===== config.mk =====
export PLATFORM = sky130hd
export DESIGN_NAME = transpose_sched
export DESIGN_NICKNAME = d
export VERILOG_FILES = /design/src/rtl/trp_sched_pkg.sv /design/src/rtl/rr_arbiter.sv /design/src/rtl/transpose_sched.sv
export SDC_FILE = /design/constraint.sdc
export NUM_CORES = 1
export LEC_CHECK = 0
export ABC_AREA = 1
export CORE_AREA = 2 2 400 402
export DETAILED_ROUTE_END_ITERATION = 10
export DIE_AREA = 0 0 402 404
export PLACE_DENSITY_LB_ADDON = 0.05
export SLEW_MARGIN = 15
export SYNTH_ARGS = -nofsm -noshare
export SYNTH_HDL_FRONTEND = slang
export SYNTH_HIERARCHICAL = 1
export SYNTH_SLANG_ARGS = --single-unit

===== constraint.sdc =====
create_clock -name clk -period 2.2 [get_ports clk]
set_clock_uncertainty 0.1 [all_clocks]
set_input_delay 0.44 -clock clk [delete_from_list [all_inputs] [get_ports clk]]
set_output_delay 0.44 -clock clk [all_outputs]
set_load 0.05 [all_outputs]

===== src/rtl/trp_sched_pkg.sv =====
// Shared types for the transpose job scheduler: job descriptor, FSM state
// encoding and the mode codes understood by the transpose engine.
package trp_sched_pkg;

  localparam int AW   = 16;
  localparam int DIMD = 6;

  localparam logic [1:0] BIT8_MODE  = 2'b01;
  localparam logic [1:0] BIT32_MODE = 2'b10;

  typedef struct packed {
    logic [1:0]               mode;
    logic                     repack_en;
    logic [AW-1:0]            areq_num;
    logic [AW-1:0]            packed_size;
    logic [AW-1:0]            packed_stride;
    logic [AW-1:0]            unpacked_size;
    logic [AW-1:0]            unpacked_stride;
    logic [AW-1:0]            raddr_base;
    logic [AW-1:0]            waddr_base;
    logic [DIMD-1:0][AW-1:0]  size;
    logic [DIMD-1:0][AW-1:0]  stride;
    logic [AW-1:0]            exp_wcnt;
    logic [7:0]               tag;
  } trp_desc_t;

  typedef enum logic [5:0] {
    ST_IDLE  = 6'b000001,
    ST_ARB   = 6'b000010,
    ST_LOAD  = 6'b000100,
    ST_START = 6'b001000,
    ST_RUN   = 6'b010000,
    ST_DONE  = 6'b100000
  } sched_state_t;

  // Index width that stays legal for a single requester.
  function automatic int idx_w(input int n);
    return (n > 1) ? $clog2(n) : 1;
  endfunction

endpackage


===== src/rtl/rr_arbiter.sv =====
// Combinational round-robin arbiter: first active request at or after ptr_i
// wins; the pointer itself is owned by the parent.
module rr_arbiter
  import trp_sched_pkg::*;
#(
  parameter int  NREQ = 2,
  localparam int IW   = idx_w(NREQ)
) (
  input  logic [NREQ-1:0] req_i,
  input  logic [IW-1:0]   ptr_i,
  output logic [NREQ-1:0] gnt_o,
  output logic [IW-1:0]   idx_o,
  output logic            any_o
);

  logic [IW:0]   c_sum;
  logic [IW-1:0] c;

  always_comb begin
    gnt_o = '0;
    idx_o = '0;
    any_o = 1'b0;
    c_sum = '0;
    c     = '0;
    for (int k = 0; k < NREQ; k++) begin
      c_sum = {1'b0, ptr_i} + (IW+1)'(k);
      c     = (c_sum >= (IW+1)'(NREQ)) ? IW'(c_sum - (IW+1)'(NREQ)) : IW'(c_sum);
      if (!any_o && req_i[c]) begin
        any_o    = 1'b1;
        gnt_o[c] = 1'b1;
        idx_o    = c;
      end
    end
  end

endmodule


===== src/rtl/transpose_sched.sv =====
// Job scheduler in front of the transpose engine: arbitrates descriptors,
// programs the engine, counts write beats and recovers a hung engine.
//
// state    | meaning
// ST_IDLE  | no job, waiting for any req_vld
// ST_ARB   | grant pulse, descriptor latched into cfg regs
// ST_LOAD  | cfg settle cycle; empty jobs skip straight to ST_DONE
// ST_START | init_pulse to the engine, watchdog cleared
// ST_RUN   | counting write beats, watchdog running
// ST_DONE  | completion pulse with id/tag/err
module transpose_sched
  import trp_sched_pkg::*;
#(
  parameter int  NREQ = 2,
  parameter int  TOW  = 16,
  localparam int IW   = idx_w(NREQ)
) (
  input  logic                  clk,
  input  logic                  reset_n,
  input  logic [NREQ-1:0]       req_vld,
  output logic [NREQ-1:0]       req_rdy,
  input  trp_desc_t [NREQ-1:0]  req_desc,
  output logic [1:0]            cfg_mode,
  output logic                  cfg_repack_en,
  output trp_desc_t             cfg_desc,
  output logic                  init_pulse,
  input  logic                  eng_wdata_vld,
  output logic                  busy,
  output logic                  done_vld,
  output logic [IW-1:0]         done_id,
  output logic [7:0]            done_tag,
  output logic                  done_err
);

  localparam logic [TOW-1:0] WD_MAX  = '1;
  localparam logic [TOW-1:0] WD_LAST = {{(TOW-1){1'b1}}, 1'b0};

  sched_state_t    state_q, state_d;
  logic [IW-1:0]   ptr_q, ptr_d;
  logic [IW-1:0]   id_q, id_d;
  trp_desc_t       desc_q, desc_d;
  logic [AW-1:0]   wcnt_q, wcnt_d;
  logic [TOW-1:0]  wd_q, wd_d;
  logic            err_q, err_d;

  logic [NREQ-1:0] arb_gnt;
  logic [IW-1:0]   arb_idx;
  logic            arb_any;
  logic            final_beat;
  logic            wd_expire;

  rr_arbiter #(.NREQ(NREQ)) u_arb (
    .req_i (req_vld),
    .ptr_i (ptr_q),
    .gnt_o (arb_gnt),
    .idx_o (arb_idx),
    .any_o (arb_any)
  );

  // A beat in the saturation cycle suppresses the timeout.
  assign final_beat = eng_wdata_vld && (wcnt_q == desc_q.exp_wcnt - AW'(1));
  assign wd_expire  = !eng_wdata_vld && (wd_q == WD_LAST);

  always_ff @(posedge clk or negedge reset_n) begin
    if (!reset_n) begin
      state_q <= ST_IDLE;
      ptr_q   <= '0;
      id_q    <= '0;
      desc_q  <= '0;
      wcnt_q  <= '0;
      wd_q    <= '0;
      err_q   <= 1'b0;
    end else begin
      state_q <= state_d;
      ptr_q   <= ptr_d;
      id_q    <= id_d;
      desc_q  <= desc_d;
      wcnt_q  <= wcnt_d;
      wd_q    <= wd_d;
      err_q   <= err_d;
    end
  end

  always_comb begin
    state_d = state_q;
    ptr_d   = ptr_q;
    id_d    = id_q;
    desc_d  = desc_q;
    wcnt_d  = wcnt_q;
    wd_d    = wd_q;
    err_d   = err_q;
    unique case (state_q)
      ST_IDLE: begin
        if (|req_vld) state_d = ST_ARB;
      end
      ST_ARB: begin
        if (arb_any) begin
          desc_d  = req_desc[arb_idx];
          id_d    = arb_idx;
          wcnt_d  = '0;
          err_d   = 1'b0;
          ptr_d   = (arb_idx == IW'(NREQ-1)) ? '0 : arb_idx + IW'(1);
          state_d = ST_LOAD;
        end else begin
          state_d = ST_IDLE;
        end
      end
      ST_LOAD: begin
        if (desc_q.exp_wcnt == '0) begin
          err_d   = 1'b0;
          state_d = ST_DONE;
        end else begin
          state_d = ST_START;
        end
      end
      ST_START: begin
        wd_d    = '0;
        state_d = ST_RUN;
      end
      ST_RUN: begin
        if (eng_wdata_vld) begin
          wcnt_d = wcnt_q + AW'(1);
          wd_d   = '0;
          if (final_beat) begin
            err_d   = 1'b0;
            state_d = ST_DONE;
          end
        end else if (wd_expire) begin
          wd_d    = WD_MAX;
          err_d   = 1'b1;
          state_d = ST_DONE;
        end else if (wd_q != WD_MAX) begin
          wd_d = wd_q + TOW'(1);
        end
      end
      ST_DONE: begin
        state_d = ST_IDLE;
      end
      default: begin
        state_d = ST_IDLE;
      end
    endcase
  end

  assign req_rdy    = (state_q == ST_ARB) ? arb_gnt : '0;
  assign init_pulse = (state_q == ST_START);
  assign busy       = (state_q != ST_IDLE);
  assign done_vld   = (state_q == ST_DONE);
  assign done_id    = done_vld ? id_q : '0;
  assign done_tag   = done_vld ? desc_q.tag : 8'h00;
  assign done_err   = done_vld && err_q;

  // Repack is dropped in a timeout completion to quiesce the engine FIFO path.
  assign cfg_desc      = desc_q;
  assign cfg_mode      = desc_q.mode;
  assign cfg_repack_en = desc_q.repack_en && !(done_vld && err_q);

endmodule


## After elaboration in Yosys (flattened, before gate mapping)

Index checks and enable logic that the tools add are counted.

| storage, ports and cells | value |
|---|---|
| word-level logic and storage cells | 123 |
| output and inout bits | 349 |
| memory bits (writable) | 0 |
| memories | 0 |
| bits in latches | 0 |
| bits of input ports | 667 |
| bits in read-only memories | 0 |
| register bits | 372 |

| cells by class | value |
|---|---|
| mux-type cells | 42 |
| shift operators | 0 |
| add/subtract/negate cells | 7 |
| reduce and logical (&&, ||, !) cells | 20 |
| eq/ne operators | 17 |
| magnitude comparators | 7 |
| multiply operators | 0 |
| bitwise logic cells | 1 |
| divide/modulo/power cells | 0 |

Operators with widths:

| cell | count |
|---|---|
| 331-bit two-way mux | 2 |
| 16-bit two-way mux | 5 |
| 16-bit case mux with 2 select lines | 2 |
| 16-bit by 1-bit adder with 16-bit output, second input constant | 2 |
| 6-bit two-way mux | 5 |
| 6-bit case mux with 5 select lines | 1 |
| 1-bit two-way mux | 19 |
| 16-bit == test | 1 |
| 16-bit == test, second input constant | 1 |
| 16-bit logical NOT | 1 |
| 16-bit inequality test, second input constant | 1 |
| 16-bit by 1-bit subtractor with 16-bit output, second input constant | 1 |
| 8-bit two-way mux | 1 |
| 2-bit inequality test, second input constant | 4 |
| 1-bit logical AND | 7 |
| 6-bit by 1-bit == test with 1-bit output, second input constant | 1 |
| 6-bit by 2-bit == test with 1-bit output, second input constant | 1 |
| 6-bit by 3-bit == test with 1-bit output, second input constant | 1 |
| 6-bit by 4-bit == test with 1-bit output, second input constant | 1 |
| 6-bit by 5-bit == test with 1-bit output, second input constant | 1 |
| 6-bit == test, second input constant | 1 |
| 1-bit by 2-bit less-than comparator with 1-bit output, second input constant | 3 |
| 2-bit two-way mux | 3 |
| 3-bit inequality test, second input constant | 2 |
| other kinds (19) | 27 |

## Logic depth before layout (Yosys ltp)

| logic depth | value |
|---|---|
| depth after elaboration | 10 |
| mapped depth | 15 |
| mapped depth without buffers | 15 |

## By module

The synthesis kept the hierarchy.

By module, submodules not included:

| module | area an instance (µm²) | seq. area each (µm²) | times used | cells an instance |
|---|---|---|---|---|
| transpose_sched | 17207.8 | 9310.2 | 1 | 2219 |
| rr_arbiter | 30.0 | 0.0 | 1 | 7 |

## Worst setup path before layout

OpenSTA, ideal clock, no wires.

| timing | value |
|---|---|
| path type | register to output |
| start point | register state_q[1] |
| end point | output cfg_repack_en |
| cell stages (with the launch flop) | 7 |
| setup slack | -1901 ps |
| buffers on the path | 0 |
| arrival | 3561 ps |
| cells stage by stage | dfrtp_1 > nor2_2 > nand2_1 > nor3_1 > clkinv_1 > nor2_1 > nor2_1 |

| on the way | value |
|---|---|
| word-level cells in the longest chain between the ends | 4 |

Ends and longest elaborated chain:

| what | RTL line | RTL |
|---|---|---|
| start: declaration | transpose_sched.sv:38 | `sched_state_t state_q, state_d;` |
| start signal: assignment | transpose_sched.sv:74 | `state_q <= state_d;` |
| 6-bit == test | transpose_sched.sv:148 | `assign done_vld = (state_q == ST_DONE);` |
| net done_vld | transpose_sched.sv:29 | `output logic done_vld,` |
| 1-bit logical AND | -- |  |
| net done_err | transpose_sched.sv:32 | `output logic done_err` |
| 1-bit logical NOT | transpose_sched.sv:156 | `assign cfg_repack_en = desc_q.repack_en && !(done_vld && err_q);` |
| 1-bit logical AND | transpose_sched.sv:156 |  |
| end: declaration | transpose_sched.sv:24 | `output logic cfg_repack_en,` |

The timed path passes the listed nets, and every way through them passes these cells.

## Worst setup path in the final report

| timing | value |
|---|---|
| start point | register state_q[0] |
| end point | output done_id |

| on the way | value |
|---|---|
| word-level cells in the longest chain between the ends | 2 |

Ends and longest elaborated chain:

| what | RTL line | RTL |
|---|---|---|
| 6-bit == test | transpose_sched.sv:148 |  |
| 1-bit two-way mux | transpose_sched.sv:149 | `assign done_id = done_vld ? id_q : '0;` |
| end: declaration | transpose_sched.sv:30 | `output logic [IW-1:0] done_id,` |

No other way between the ends.

==> results.sh <==
export IMPL_ios=1016
export IMPL_yosysMostFrequentCell="nand2_1"
export IMPL_grt_ovfl_total=0
export IMPL_fp_dieH_um=404
export IMPL_fin_crit_sh=1.18
export IMPL_dp_cells=5375
export IMPL_multi_input_area_um2=11600
export IMPL_intPower_w=0.0264
export IMPL_p_seq_frac=0.225
export IMPL_critPathArrivalTime_ns=2.05
export IMPL_grtUsageMet1=0.161
export IMPL_fin_nets=4183
export IMPL_worst_hold_slack_ns=0.237
export IMPL_r2r_cells=14
export IMPL_worstPathMaxFanout=9
export IMPL_r2r_end="cfg_desc[6]"
export IMPL_post_drt_wl_per_cell_um=25.4
export IMPL_ys_types=37
export IMPL_yosys_area_top_type="dfrtp_1"
export IMPL_hold_viol=0
export IMPL_vias=20800
export IMPL_failed_checks="setup timing"
export IMPL_outcome="finished with violations"
export IMPL_reg2reg_slack_ns=-0.13
export IMPL_cts_htree_levels=2
export IMPL_hold_class="input port to asynchronous set/reset pin"
export IMPL_p_leak_nw=20.7
export IMPL_coreArea_um2=158000
export IMPL_synth_top_area_frac=0.539
export IMPL_grtUsageMet3=0.0645
export IMPL_drive_gt1_frac=0.414
export IMPL_grt_use_total=0.151
export IMPL_fmax_mhz=385
export IMPL_critPathLaunchType="register"
export IMPL_endpoint_kind="primary output"
export IMPL_die_width_um=402
export IMPL_power_frac_clock=0.180
export IMPL_p_switching_w=0.0260
export IMPL_antenna_found_initial=84
export IMPL_crit_start="state_q[0]"
export IMPL_cp_required_ns=1.66
export IMPL_netlist_top_cells_count="nand2_1 (1076), dfrtp_1 (371), nand3_1 (340)"
export IMPL_max_slew_margin_rel=0.598
export IMPL_drv_slew=0
export IMPL_tns_ns=-11.33
export IMPL_crit_type="register to primary output"
export IMPL_clockBufferDepth=3
export IMPL_root_buffer="clkbuf_16"
export IMPL_maxCapViolCount=0
export IMPL_comb_power_share=0.595
export IMPL_power_w=0.0524
export IMPL_fin_ws_ns=-0.395
export IMPL_endpoint="done_id"
export IMPL_tightest_slew_ns=0.603
export IMPL_dieArea_um2=162000
export IMPL_rsz0062_at_grt="yes"
export IMPL_synth_area_top_cells="dfrtp_1 (54%), nand2_1 (23%), nand3_1 (9.9%)"
export IMPL_portBuffers=1015
export IMPL_fill_cells=17200
export IMPL_grt_pass1_vias=20900
export IMPL_clkLatencyLatePin_ns=0.64
export IMPL_final_antenna_net_count=0
export IMPL_wl_um=144000
export IMPL_place_hpwl_um=103000
export IMPL_grt_pass1_wl_um=173000
export IMPL_grt_start_max_net_pins=42
export IMPL_synth_main_ff_cell="dfrtp_1"
export IMPL_clk_pin_slew_ns=0.06
export IMPL_finalNonFillerCells=5649
export IMPL_synth_edf_count=0
export IMPL_finalSetupViolCount=194
export IMPL_syn2layout_area_growth_pct=136
export IMPL_p_sw_frac=0.497
export IMPL_numCtsBuffers=57
export IMPL_postSynthAreaPerCell_um2=7.74
export IMPL_ys_ff_latch=372
export IMPL_power_density_nw_per_um2=1290
export IMPL_use_met2=0.266
export IMPL_seq_area_frac_synth=0.540
export IMPL_dr_pass1_iters=5
export IMPL_utilization=0.258
export IMPL_regArea_um2=9320
export IMPL_syn_inst=2226
export IMPL_routed_via_density=3.69
export IMPL_synth_warnings=6
export IMPL_initial_utilization=0.109
export IMPL_worstReg2RegStart="state_q[3]"
export IMPL_grt_busiest_layer="met2"
export IMPL_cts_tree="yes"
export IMPL_num_rows=146
export IMPL_syn_nets=2898
export IMPL_synth_area_um2=17200
export IMPL_cts_sinks=372
export IMPL_async_reset_ff_frac=1.00
export IMPL_drtIter0Drc=747
export IMPL_vdd_drop_max_uv=609
export IMPL_route_detailed_drc=0
export IMPL_place_gp_congestion=0.806
export IMPL_period_minus_slack_ns=2.59
## cell usage in the layout, fill, tap and decap left out, types with 5 or more instances in the layout
| cell type | synthesis | routed |
|---|---|---|
| nand2_2 | 1 | 133 |
| o211ai_1 | 21 | 21 |
| clkbuf_1 | 24 | 15 |
| diode_2 | 0 | 22 |
| xor2_1 | 12 | 11 |
| nand3_1 | 340 | 30 |
| buf_16 | 0 | 21 |
| dfrtp_2 | 0 | 6 |
| buf_12 | 0 | 86 |
| xnor2_1 | 6 | 5 |
| inv_2 | 6 | 12 |
| buf_6 | 0 | 40 |
| nand4_1 | 7 | 7 |
| clkinv_2 | 0 | 5 |
| o21ai_1 | 8 | 10 |
| a21oi_1 | 24 | 23 |
| buf_4 | 3 | 310 |
| dfrtp_1 | 371 | 365 |
| clkbuf_16 | 0 | 123 |
| nand2_1 | 1076 | 633 |
| nor2_1 | 80 | 47 |
| inv_1 | 89 | 81 |
| nor2_2 | 7 | 15 |
| nor3_1 | 10 | 8 |
| nand3_2 | 0 | 310 |
| buf_8 | 0 | 25 |
| o21ai_0 | 23 | 19 |
| o22ai_1 | 5 | 5 |
| nand2_4 | 1 | 308 |
| clkdlybuf4s15_1 | 0 | 14 |
| dlygate4sd2_1 | 0 | 108 |
| clkbuf_8 | 0 | 21 |
| nor2_4 | 1 | 26 |
| clkdlybuf4s50_1 | 0 | 665 |
## flip-flops by register name, indices dropped and copies added (netlist names)
register and count:
ptr_q 1, state_q 6, err_q 1, cfg_mode 2, wcnt_q 16, wd_q 16
cfg_desc 329, id_q 1
## worst min-delay path by stage
stage / from / to / slack, ns / cells after the start
finish: reset_n / cfg_desc[151] / 0.24 / 2
global route: req_desc[136] / cfg_desc[136] / 0.20 / 3
global placement: reset_n / cfg_desc[151] / 0.35 / 1
floorplan: reset_n / cfg_desc[0] / 0.04 / 0
detailed placement: reset_n / cfg_desc[151] / 0.36 / 1
CTS: req_desc[362] / cfg_desc[31] / 0.16 / 3
## final cells by class
type | instances | area share
Sequential cell | 372 | 0.229
Inverter | 96 | 0.00911
Clock buffer | 93 | 0.0436
Antenna cell | 22 | 0.00135
Multi-Input combinational cell | 1644 | 0.284
Timing Repair Buffer | 1340 | 0.366
Clock inverter | 10 | 0.00246
Tap cell | 2072 | 0.0637
## critical path: stages, from the launching register on
cell and delay (ns):
dfstp_2 0.37, nor2_2 0.14, nand2_2 0.10, nor3_4 0.26, clkinv_4 0.10, buf_12 0.17, nor2_4 0.11, buf_12 0.15
## metrics by stage
stage          worst slack, ns  cell area (µm²)
2_1_floorplan           -0.277            17300
3_3_place_gp            -0.186            31100
3_5_place_dp            -0.203            31100
4_1_cts                 -0.494            33100
5_1_grt                 -0.534            40700
6_report                -0.395            40700
## power groups by stage
stage               logic (W)  clock network [W]  registers, W
floorplan             0.00565                  0        0.0211
global placement       0.0271                  0        0.0119
detailed placement     0.0268                  0        0.0118
CTS                    0.0265            0.00993        0.0118
global route           0.0330             0.0101        0.0122
finish                 0.0312            0.00946        0.0118
## routing by layer
metal	part of all wire	up-vias	wire, µm
met1	0.38	10100	55000
li1	-	9719	-
met3	0.082	237	11800
met2	0.51	709	73100
met5	0.0034	-	489
met4	0.022	74	3200
## cells by family after synthesis
kind of cell    Yosys count  share of synthesized area
simple gates           1533                      0.365
flops                   372                      0.540
buf+inv                 210                     0.0526
compound gates           88                     0.0298
xor+xnor                 18                    0.00915
fa+ha+maj                 5                    0.00363
## timing repair
item,in CTS,in global routing
cloned,0,86
setup buffers,8,60
hold buffers,1,0
endpoints found under the setup margin,147,380
pin swaps,11,184
endpoints found under the hold margin,20,0
resized for setup,196,1245
(Power assumes the default switching activity.)
